[src/rtl/commutation_pkg.sv]
// Shared codes, state encodings and gate-pattern helpers for the matrix-converter commutation sequencer.
// Latency: none; this file holds only types and pure functions.
// Backpressure: not applicable.
package commutation_pkg;

    // Output-leg target codes: which input phase the leg connects to.
    localparam logic [1:0] NUL = 2'b00;
    localparam logic [1:0] LAA = 2'b01;
    localparam logic [1:0] LBB = 2'b10;
    localparam logic [1:0] LCC = 2'b11;

    typedef enum logic [2:0] {
        STEADY = 3'd0,
        S1     = 3'd1,
        S2     = 3'd2,
        S3     = 3'd3,
        S4     = 3'd4
    } leg_state_t;

    typedef enum logic [1:0] {
        IDLE  = 2'd0,
        RUN   = 2'd1,
        FAULT = 2'd2
    } top_state_t;

    // Places a fwd/rev device pair into the 6-bit leg slice at the
    // position of the switch selected by code; NUL selects no switch.
    function automatic logic [5:0] switch_bits(input logic [1:0] code,
                                               input logic fwd_on,
                                               input logic rev_on);
        logic [5:0] v;
        v = '0;
        case (code)
            LAA:     v[1:0] = {rev_on, fwd_on};
            LBB:     v[3:2] = {rev_on, fwd_on};
            LCC:     v[5:4] = {rev_on, fwd_on};
            default: v      = '0;
        endcase
        return v;
    endfunction

    // Gate pattern for one leg. The conducting device is fwd when the
    // current is positive (s=1), rev otherwise; "only conducting on" is
    // therefore the pair (s, ~s). Steps are cumulative, so each state
    // describes the full set of devices on at that point.
    function automatic logic [5:0] leg_gates(input leg_state_t st,
                                             input logic [1:0] cur,
                                             input logic [1:0] tgt,
                                             input logic       s);
        logic [5:0] v;
        v = '0;
        case (st)
            STEADY:  v = switch_bits(cur, 1'b1, 1'b1);
            S1:      v = switch_bits(cur, s, ~s);
            S2:      v = switch_bits(cur, s, ~s) | switch_bits(tgt, s, ~s);
            S3:      v = switch_bits(tgt, s, ~s);
            S4:      v = switch_bits(tgt, 1'b1, 1'b1);
            default: v = '0;
        endcase
        return v;
    endfunction

endpackage

[src/rtl/commutation_leg.sv]
// One output leg: four-step current-sign commutation between input phases.
// Latency: gate slice registered; a change of phase completes 4*STEP_CYCLES edges after it is seen.
// Backpressure: none; target/sign are ignored while a commutation is in flight.
module commutation_leg
    import commutation_pkg::*;
#(
    parameter int STEP_CYCLES = 4
) (
    input  logic       clk,
    input  logic       rst,
    input  logic       enable,
    input  logic       clear,
    input  logic [1:0] target,
    input  logic       sign,
    output logic [5:0] gates
);

    localparam int CW = (STEP_CYCLES > 1) ? $clog2(STEP_CYCLES) : 1;

    leg_state_t    state, state_nxt;
    logic [1:0]    cur, cur_nxt;
    logic [1:0]    tgt, tgt_nxt;
    logic          s, s_nxt;
    logic [CW-1:0] cnt, cnt_nxt;
    logic          dwell_done;

    assign dwell_done = (cnt == CW'(STEP_CYCLES - 1));

    // Next-state: start a commutation on a target change, then walk S1..S4
    // with one dwell each; clear drops the leg back to an open, idle NUL.
    always_comb begin
        state_nxt = state;
        cur_nxt   = cur;
        tgt_nxt   = tgt;
        s_nxt     = s;
        cnt_nxt   = cnt;
        if (clear) begin
            state_nxt = STEADY;
            cur_nxt   = NUL;
            tgt_nxt   = NUL;
            s_nxt     = 1'b0;
            cnt_nxt   = '0;
        end else if (enable) begin
            if (state == STEADY) begin
                if (target != cur) begin
                    state_nxt = S1;
                    tgt_nxt   = target;
                    s_nxt     = sign;
                    cnt_nxt   = '0;
                end
            end else if (!dwell_done) begin
                cnt_nxt = cnt + CW'(1);
            end else begin
                cnt_nxt = '0;
                case (state)
                    S1:      state_nxt = S2;
                    S2:      state_nxt = S3;
                    S3:      state_nxt = S4;
                    S4: begin
                        state_nxt = STEADY;
                        cur_nxt   = tgt;
                    end
                    default: state_nxt = STEADY;
                endcase
            end
        end
    end

    // State and registered gate slice, computed from the next state so the
    // drive for a step appears on the same edge the step is entered.
    always_ff @(posedge clk or negedge rst) begin
        if (!rst) begin
            state <= STEADY;
            cur   <= NUL;
            tgt   <= NUL;
            s     <= 1'b0;
            cnt   <= '0;
            gates <= '0;
        end else begin
            state <= state_nxt;
            cur   <= cur_nxt;
            tgt   <= tgt_nxt;
            s     <= s_nxt;
            cnt   <= cnt_nxt;
            gates <= leg_gates(state_nxt, cur_nxt, tgt_nxt, s_nxt);
        end
    end

endmodule

[src/rtl/top_commutation.sv]
// Gate-drive sequencer for a 3x3 matrix converter: run/idle/fault control over three commutating legs.
// Latency: Sout registered; start drop or short forces Sout=0 on the edge that samples it.
// Backpressure: none; a short latches shutdown until reset.
module top_commutation
    import commutation_pkg::*;
#(
    parameter int STEP_CYCLES = 4
) (
    input  logic        clk,
    input  logic        rst,
    input  logic        start,
    input  logic [2:0]  shorts,
    input  logic [2:0]  CurrentSign,
    input  logic [5:0]  DesiredLoad,
    output logic [17:0] Sout,
    output logic        short
);

    top_state_t state, state_nxt;
    logic       run_nxt;
    logic [5:0] leg_slice [3];

    // Top FSM next state: a short wins over start, and FAULT only leaves via reset.
    always_comb begin
        state_nxt = state;
        case (state)
            IDLE: begin
                if (|shorts)    state_nxt = FAULT;
                else if (start) state_nxt = RUN;
            end
            RUN: begin
                if (|shorts)     state_nxt = FAULT;
                else if (!start) state_nxt = IDLE;
            end
            FAULT:   state_nxt = FAULT;
            default: state_nxt = IDLE;
        endcase
    end

    // Legs advance only on edges that leave the FSM in RUN; every other edge
    // opens all switches, so Sout goes to zero on the very edge that stops us.
    assign run_nxt = (state_nxt == RUN);

    // Top state register and latched fault flag.
    always_ff @(posedge clk or negedge rst) begin
        if (!rst) begin
            state <= IDLE;
            short <= 1'b0;
        end else begin
            state <= state_nxt;
            short <= (state_nxt == FAULT);
        end
    end

    for (genvar k = 0; k < 3; k++) begin : g_leg
        commutation_leg #(
            .STEP_CYCLES(STEP_CYCLES)
        ) u_leg (
            .clk    (clk),
            .rst    (rst),
            .enable (run_nxt),
            .clear  (!run_nxt),
            .target (DesiredLoad[2*k+1:2*k]),
            .sign   (CurrentSign[k]),
            .gates  (leg_slice[k])
        );
    end

    assign Sout = {leg_slice[2], leg_slice[1], leg_slice[0]};

endmodule

[config.mk]
export PLATFORM = sky130hd
export DESIGN_NAME = top_commutation
export DESIGN_NICKNAME = d
export VERILOG_FILES = /design/src/rtl/commutation_pkg.sv /design/src/rtl/commutation_leg.sv /design/src/rtl/top_commutation.sv
export SDC_FILE = /design/constraint.sdc
export NUM_CORES = 1
export LEC_CHECK = 0
export ABC_CLOCK_PERIOD_IN_PS = 2600
export CAP_MARGIN = 5
export CORE_MARGIN = 1.5
export CORE_UTILIZATION = 42
export CTS_CLUSTER_SIZE = 20
export DETAILED_ROUTE_END_ITERATION = 10
export GPL_TIMING_DRIVEN = 0
export RECOVER_POWER = 25
export SLEW_MARGIN = 5
export SYNTH_ARGS = -nofsm -noshare
export SYNTH_HDL_FRONTEND = slang
export SYNTH_HIERARCHICAL = 1
export SYNTH_SLANG_ARGS = --single-unit
[constraint.sdc]
create_clock -name clk -period 2.6 [get_ports clk]
set_input_delay 0.52 -clock clk [delete_from_list [all_inputs] [get_ports clk]]
set_output_delay 0.52 -clock clk [all_outputs]
set_load 0.02 [all_outputs]
Word level (Yosys, flattened, before mapping):

Index checks and enable logic that the tools add are counted.
W data, S select, Z words.

* register bits after elaboration: 51
* latch bits: 0
* RAM bits: 0
* bits in read-only memories: 0
* output and inout port bits: 19
* logic and storage cells: 211
* memories kept: 0

* add/sub/neg operators: 3
* multiply operators: 0
* divide/modulo/power cells: 0
* order comparisons: 0
* equality and inequality tests: 55
* shift operators: 0
* multiplexer cells: 119
* bitwise gates (word level): 6
* reductions and logical operators: 8

Operators by type and width (count)
* $mux W2: 91
* $pmux W6 S5: 3
* $eq A3 B2 Y1 const B: 12
* $mux W3: 12
* $eq A2 B2 Y1 const B: 17
* $pmux W3 S3: 3
* $eq A3 B1 Y1 const B: 6
* $eq A3 B3 Y1 const B: 6
* $logic_not A3 Y1: 6
* $or A6 B6 Y6: 3
* $eq A2 B1 Y1 const B: 8
* $mux W1: 9
* $ne A3 B3 Y1 const B: 3
* $add A2 B1 Y2 const B: 3
* $ne A2 B2 Y1: 3
* $pmux W2 S3: 1
* $not A1 Y1: 3
* $reduce_or A3 Y1: 1
* $logic_not A2 Y1: 1

Depth between registers and ports, before layout:

* depth after elaboration: 10
* depth in mapped cells: 8
* depth with buffers taken out: 8

Modules after synthesis:

Netlist, hierarchy kept.

By module, submodules not included
* commutation_leg (g_leg[1].u_leg ...): times used 2, cells an instance 127, area an instance 1163.6 um^2, sequential area each 400.4 um^2
* commutation_leg (g_leg[0].u_leg): times used 1, cells an instance 106, area an instance 1014.7 um^2, sequential area each 400.4 um^2
* top_commutation: times used 1, cells an instance 9, area an instance 136.4 um^2, sequential area each 75.1 um^2

Worst setup path before layout:

Ideal clock, no wire load.

* path type: input-to-reg
* start: input port shorts[2]
* end: register g_leg[1].u_leg.gates[4]
* setup time: 0.129 ns
* arrival: 2.492 ns
* setup slack: -0.021 ns
* stages: 8
* path buffers: 0
* path through: nor3_4 > and3b_1 > nor4b_4 > a21boi_4 > mux2i_1 > inv_1 > a32o_1 > a2111o_1

* word-level cells in the longest chain between the ends: 10
* elaborated cells between the ends (all ways): 24

Ends and longest elaborated chain
* from (decl): RTL line top_commutation.sv:12 `input logic [2:0] shorts,`
* $reduce_or A3 Y1 (*): RTL line top_commutation.sv:28, top_commutation.sv:32
* $mux W2, on equally long branches: RTL line top_commutation.sv:32, top_commutation.sv:28
* $pmux W2 S3 (*): RTL line top_commutation.sv:26 `case (state)`
* $eq A2 B1 Y1 (*): RTL line top_commutation.sv:42 `assign run_nxt = (state_nxt == RUN);`
* net run_nxt: RTL line top_commutation.sv:20 `logic run_nxt;`
* $mux W2 (*): RTL line commutation_leg.sv:37 `if (clear) begin`
* net g_leg[1].u_leg.tgt_nxt[1]: RTL line commutation_leg.sv:22 `logic [1:0] tgt, tgt_nxt;`
* $eq A2 B2 Y1 (*): RTL line commutation_pkg.sv:33 `case (code)`
* $mux W2: RTL line commutation_pkg.sv:33
* $mux W2: RTL line commutation_pkg.sv:52 `case (st)`
* $or A6 B6 Y6: RTL line commutation_pkg.sv:55 `S2: v = switch_bits(cur, s, ~s) | switch_bits(tgt, s, ~s);`
* $pmux W6 S5 (*): RTL line commutation_pkg.sv:52
* to (signal assigned): RTL line commutation_leg.sv:85 `gates <= leg_gates(state_nxt, cur_nxt, tgt_nxt, s_nxt);`
* to (decl): RTL line commutation_leg.sv:15 `output logic [5:0] gates`

The timed path passes the listed nets; every way through them passes the cells marked *. The select of a mux whose other input is x is not followed.
A chain may end at the register's enable or synchronous reset.

Final worst setup path:

* start: input port shorts[2]
* end: register g_leg[2].u_leg.gates[4]

* word-level cells in the longest chain between the ends: 10
* elaborated cells between the ends (all ways): 24

Ends and longest elaborated chain (RTL line)
* $reduce_or A3 Y1 (*): top_commutation.sv:28, top_commutation.sv:32
* $mux W2, on equally long branches: top_commutation.sv:32, top_commutation.sv:28
* $pmux W2 S3 (*): top_commutation.sv:26
* $eq A2 B1 Y1 (*): top_commutation.sv:42
* net run_nxt: top_commutation.sv:20
* $mux W2 (*): commutation_leg.sv:37
* net g_leg[2].u_leg.tgt_nxt[1]: commutation_leg.sv:22
* $eq A2 B2 Y1 (*): commutation_pkg.sv:33
* $mux W2: commutation_pkg.sv:33
* $mux W2: commutation_pkg.sv:52
* $or A6 B6 Y6: commutation_pkg.sv:55
* $pmux W6 S5 (*): commutation_pkg.sv:52
* to (signal assigned): commutation_leg.sv:85
* to (decl): commutation_leg.sv:15

Marks and branches as above.

==> results.cfg <==
[status]
status = finished clean

[power]
p_switching_uw = 296
p_int_uw = 1060
swShare_pct = 21.9
cellPowerDensity_nw_per_um2 = 314
totalPowerFinal_uw = 1360
p_leak_uw = 0.00177
pwr-share-comb_pct = 4.6
seqPwrFrac_pct = 58.5
power_frac_clock_pct = 36.9
irDropWorstVdd_mv = 0.201

[timing]
finalCritPeriodShare_pct = 96.3
setup_slack_ps = 96.1
timing_hold_violations_final = 0
setup_viol = 0
slew_viol_final = 0
fmax_mhz = 399
maxSlewHeadroom_pct = 38.5
period_minus_slack_ps = 2500
finalClockSkew_ps = 5.52
tns_ps = 0
worst_pin_slew_ps = 922

[global_route]
grt_util_all_layers_pct = 20.9
grt_max_degree = 35
grt_pass1_wl_um = 14600
grt_overflow = 0
antenna_found_initial = 0
grt_pass1_vias = 3060

[synth]
syn_inst = 369
synth_nets = 387
synth_area_um2 = 3480
synth_top_family_by_area = simple AND/OR/NAND/NOR gates
yosysWarnings = 6
synthXorXnorAreaFrac_pct = 2.77
synthDistinctLibCells = 62
synth-seq-cells = 51
synth-compound-area-share_pct = 23.8
yosys.area_share.simple_pct = 24.0
avgSynthCellArea_um2 = 9.43
async_reset_ff_share_pct = 100
muxShareOfSynthArea_pct = 6.98
synth_ff_type = dfrtp_1
synth_fa_ha_area_share_pct = 1.08
synth-seq-area-share_pct = 36.7
synth_enable_flop_cells = 0

[finish]
final_net_count = 451
design_area_um2 = 4320
diodes = 0
n_fill_cell = 757
final_common_cell = dfrtp_1
syn_to_final_growth_pct = 24.1
drive_gt1_share_pct = 19.6
mostFrequentLayoutCells = 51 x dfrtp_1, 33 x nor2_1, 28 x nand2_1, 28 x clkdlybuf4s50_1, 25 x buf_4

[setup_path]
path_class = input port to flip-flop
cp_data_arrival_time_ps = 2680
crit_path_max_incr_delay_ps = 350
cp-end-kind = flip-flop
required_ps = 2780
reg2reg_depth = 7
timing.rr.end = g_leg[2].u_leg/gates[4]
crit_chain = clkbuf_2 -> nor3_4 -> and3b_2 -> nor4b_4 -> a21boi_4 -> mux2i_2 -> inv_1 -> a32o_2 -> a2111o_1
r2r_slack_ps = 100
startpoint_type = input port
crit_slowest_cell = a2111o_1
critPathLaunch = shorts[2]
r2r-start = state[1]
crit_fanout = 8

[route]
routed_via_density = 5.89
drt_iter0_markers = 191
num_vias = 3175
remaining_drc_errors = 0
routed_wl_um = 8820
drt_pass1_iterations = 4
ant_nets = 0
routedWlPerCell_um = 16.4

[floorplan]
core_um2 = 8130
num_rows = 33
die_w_um = 94.0
die_y_um = 94.0
die-area_um2 = 8840
start_util_pct = 42.8
pin_count = 34

[place]
dpl_cell_area_um2 = 3960
portBuffers = 33
hpwlAfterDp_um = 6290
place_ws_ps = -905
gp_congestion = 0.933

[clocking]
clk_path_buf_depth = 2
clk_latency_ps = 290
root_buffer = clkbuf_8
holdBufCountCts = 0
clk_pin_slew_worst_paths_ps = 90
cts_tree = yes
clock_sink_count = 51
htree_levels = 2
numCtsBuffers = 5

[flow_run]
drv_cap = 0

[min_path]
hp-class = input port to asynchronous set/reset pin
[metrics by stage]
stage               utilization [%]  std cells  hold slack, ps
floorplan                         -        369             224
global placement               48.5        507             430
detailed placement             48.6        508             444
CTS                            52.3        536             151
global route                   53.1        539             419
finish                         53.1        539             331
[how the worst max path moves through the flow]
| stage | end | cells past startpoint |
|---|---|---|
| 2_1_floorplan | g_leg[1].u_leg/gates[4] | 8 |
| 3_3_place_gp | g_leg[1].u_leg/gates[1] | 7 |
| 3_5_place_dp | g_leg[1].u_leg/gates[1] | 7 |
| 4_1_cts | g_leg[1].u_leg/gates[4] | 9 |
| 5_1_grt | g_leg[2].u_leg/gates[4] | 7 |
| 6_report | g_leg[2].u_leg/gates[4] | 9 |
[area by class of cell]
| cell class | count | area [um^2] | area share [%] |
|---|---|---|---|
| buffer | 16 | 101 | 2.35 |
| clock buffer | 7 | 96.3 | 2.23 |
| clock inverter | 1 | 7.51 | 0.174 |
| inverter | 15 | 56.3 | 1.30 |
| multi-input combinational | 285 | 2140 | 49.6 |
| sequential | 51 | 1280 | 29.6 |
| tap | 105 | 131 | 3.04 |
| timing repair buffer | 59 | 504 | 11.7 |
[power groups by stage]
stage	Combinational (uW)	Sequential, uW	Clock, uW
after floorplan	16.9	808	0
after global placement	64.4	808	0
after detailed placement	69.3	808	0
after CTS	68.2	792	523
after global routing	70.4	793	558
final	62.4	792	500
[synthesized netlist by cell type (5+ instances only)]
| master | n | area (um^2) |
|---|---|---|
| dfrtp_1 | 51 | 1280 |
| nand3_1 | 17 | 85.1 |
| clkbuf_1 | 6 | 22.5 |
| nand2b_1 | 8 | 50.1 |
| o21ai_0 | 7 | 35.0 |
| inv_1 | 14 | 52.6 |
| buf_2 | 8 | 40.0 |
| xor2_1 | 5 | 43.8 |
| mux2i_1 | 20 | 200 |
| o22ai_1 | 6 | 37.5 |
| nor2b_1 | 7 | 43.8 |
| a21oi_1 | 18 | 90.1 |
| a32oi_1 | 11 | 96.3 |
| nand4_1 | 6 | 37.5 |
| nor3_1 | 10 | 50.1 |
| nand2_1 | 28 | 105 |
| and3_1 | 5 | 31.3 |
| xnor2_1 | 6 | 52.6 |
| nor2_1 | 33 | 124 |
| a211o_1 | 7 | 61.3 |
[critical path, delay by kind of cell]
kind                   cells  cell delay (ps)
AOI/OAI and AO/OA          3              850
buffers and inverters      2              200
muxes                      1              310
and+or+nand+nor            3              790
[logic make-up (layout without fill, tap and decap cells)]
family / after synthesis / count (layout)
simple gates: 146 / 146
compound gates: 102 / 102
flops: 51 / 51
buf+inv: 33 / 98
mux: 23 / 23
xor+xnor: 11 / 11
fa+ha+maj: 3 / 3
[layer usage]
layer | vias to the layer above | track usage (%) | wire [um]
met5 | - | 0 | 0
met2 | 76 | 34.4 | 4380
met1 | 1550 | 28.7 | 3980
li1 | 1538 | - | -
met4 | 0 | 5.47 | 98
met3 | 11 | 2.91 | 360
[state kept, by name, indices dropped and copies added, names as in the netlist]
signal	count
g_leg.u_leg/s	3
g_leg.u_leg/state	9
state	2
short	1
g_leg.u_leg/tgt	6
g_leg.u_leg/cnt	6
g_leg.u_leg/gates	18
g_leg.u_leg/cur	6
[timing repair]
item	in CTS	in global routing
setup endpoints to repair	18	19
resized for setup	15	20
setup buffers	22	3
pin swaps	9	5
Power figures use the tool's default switching activity.
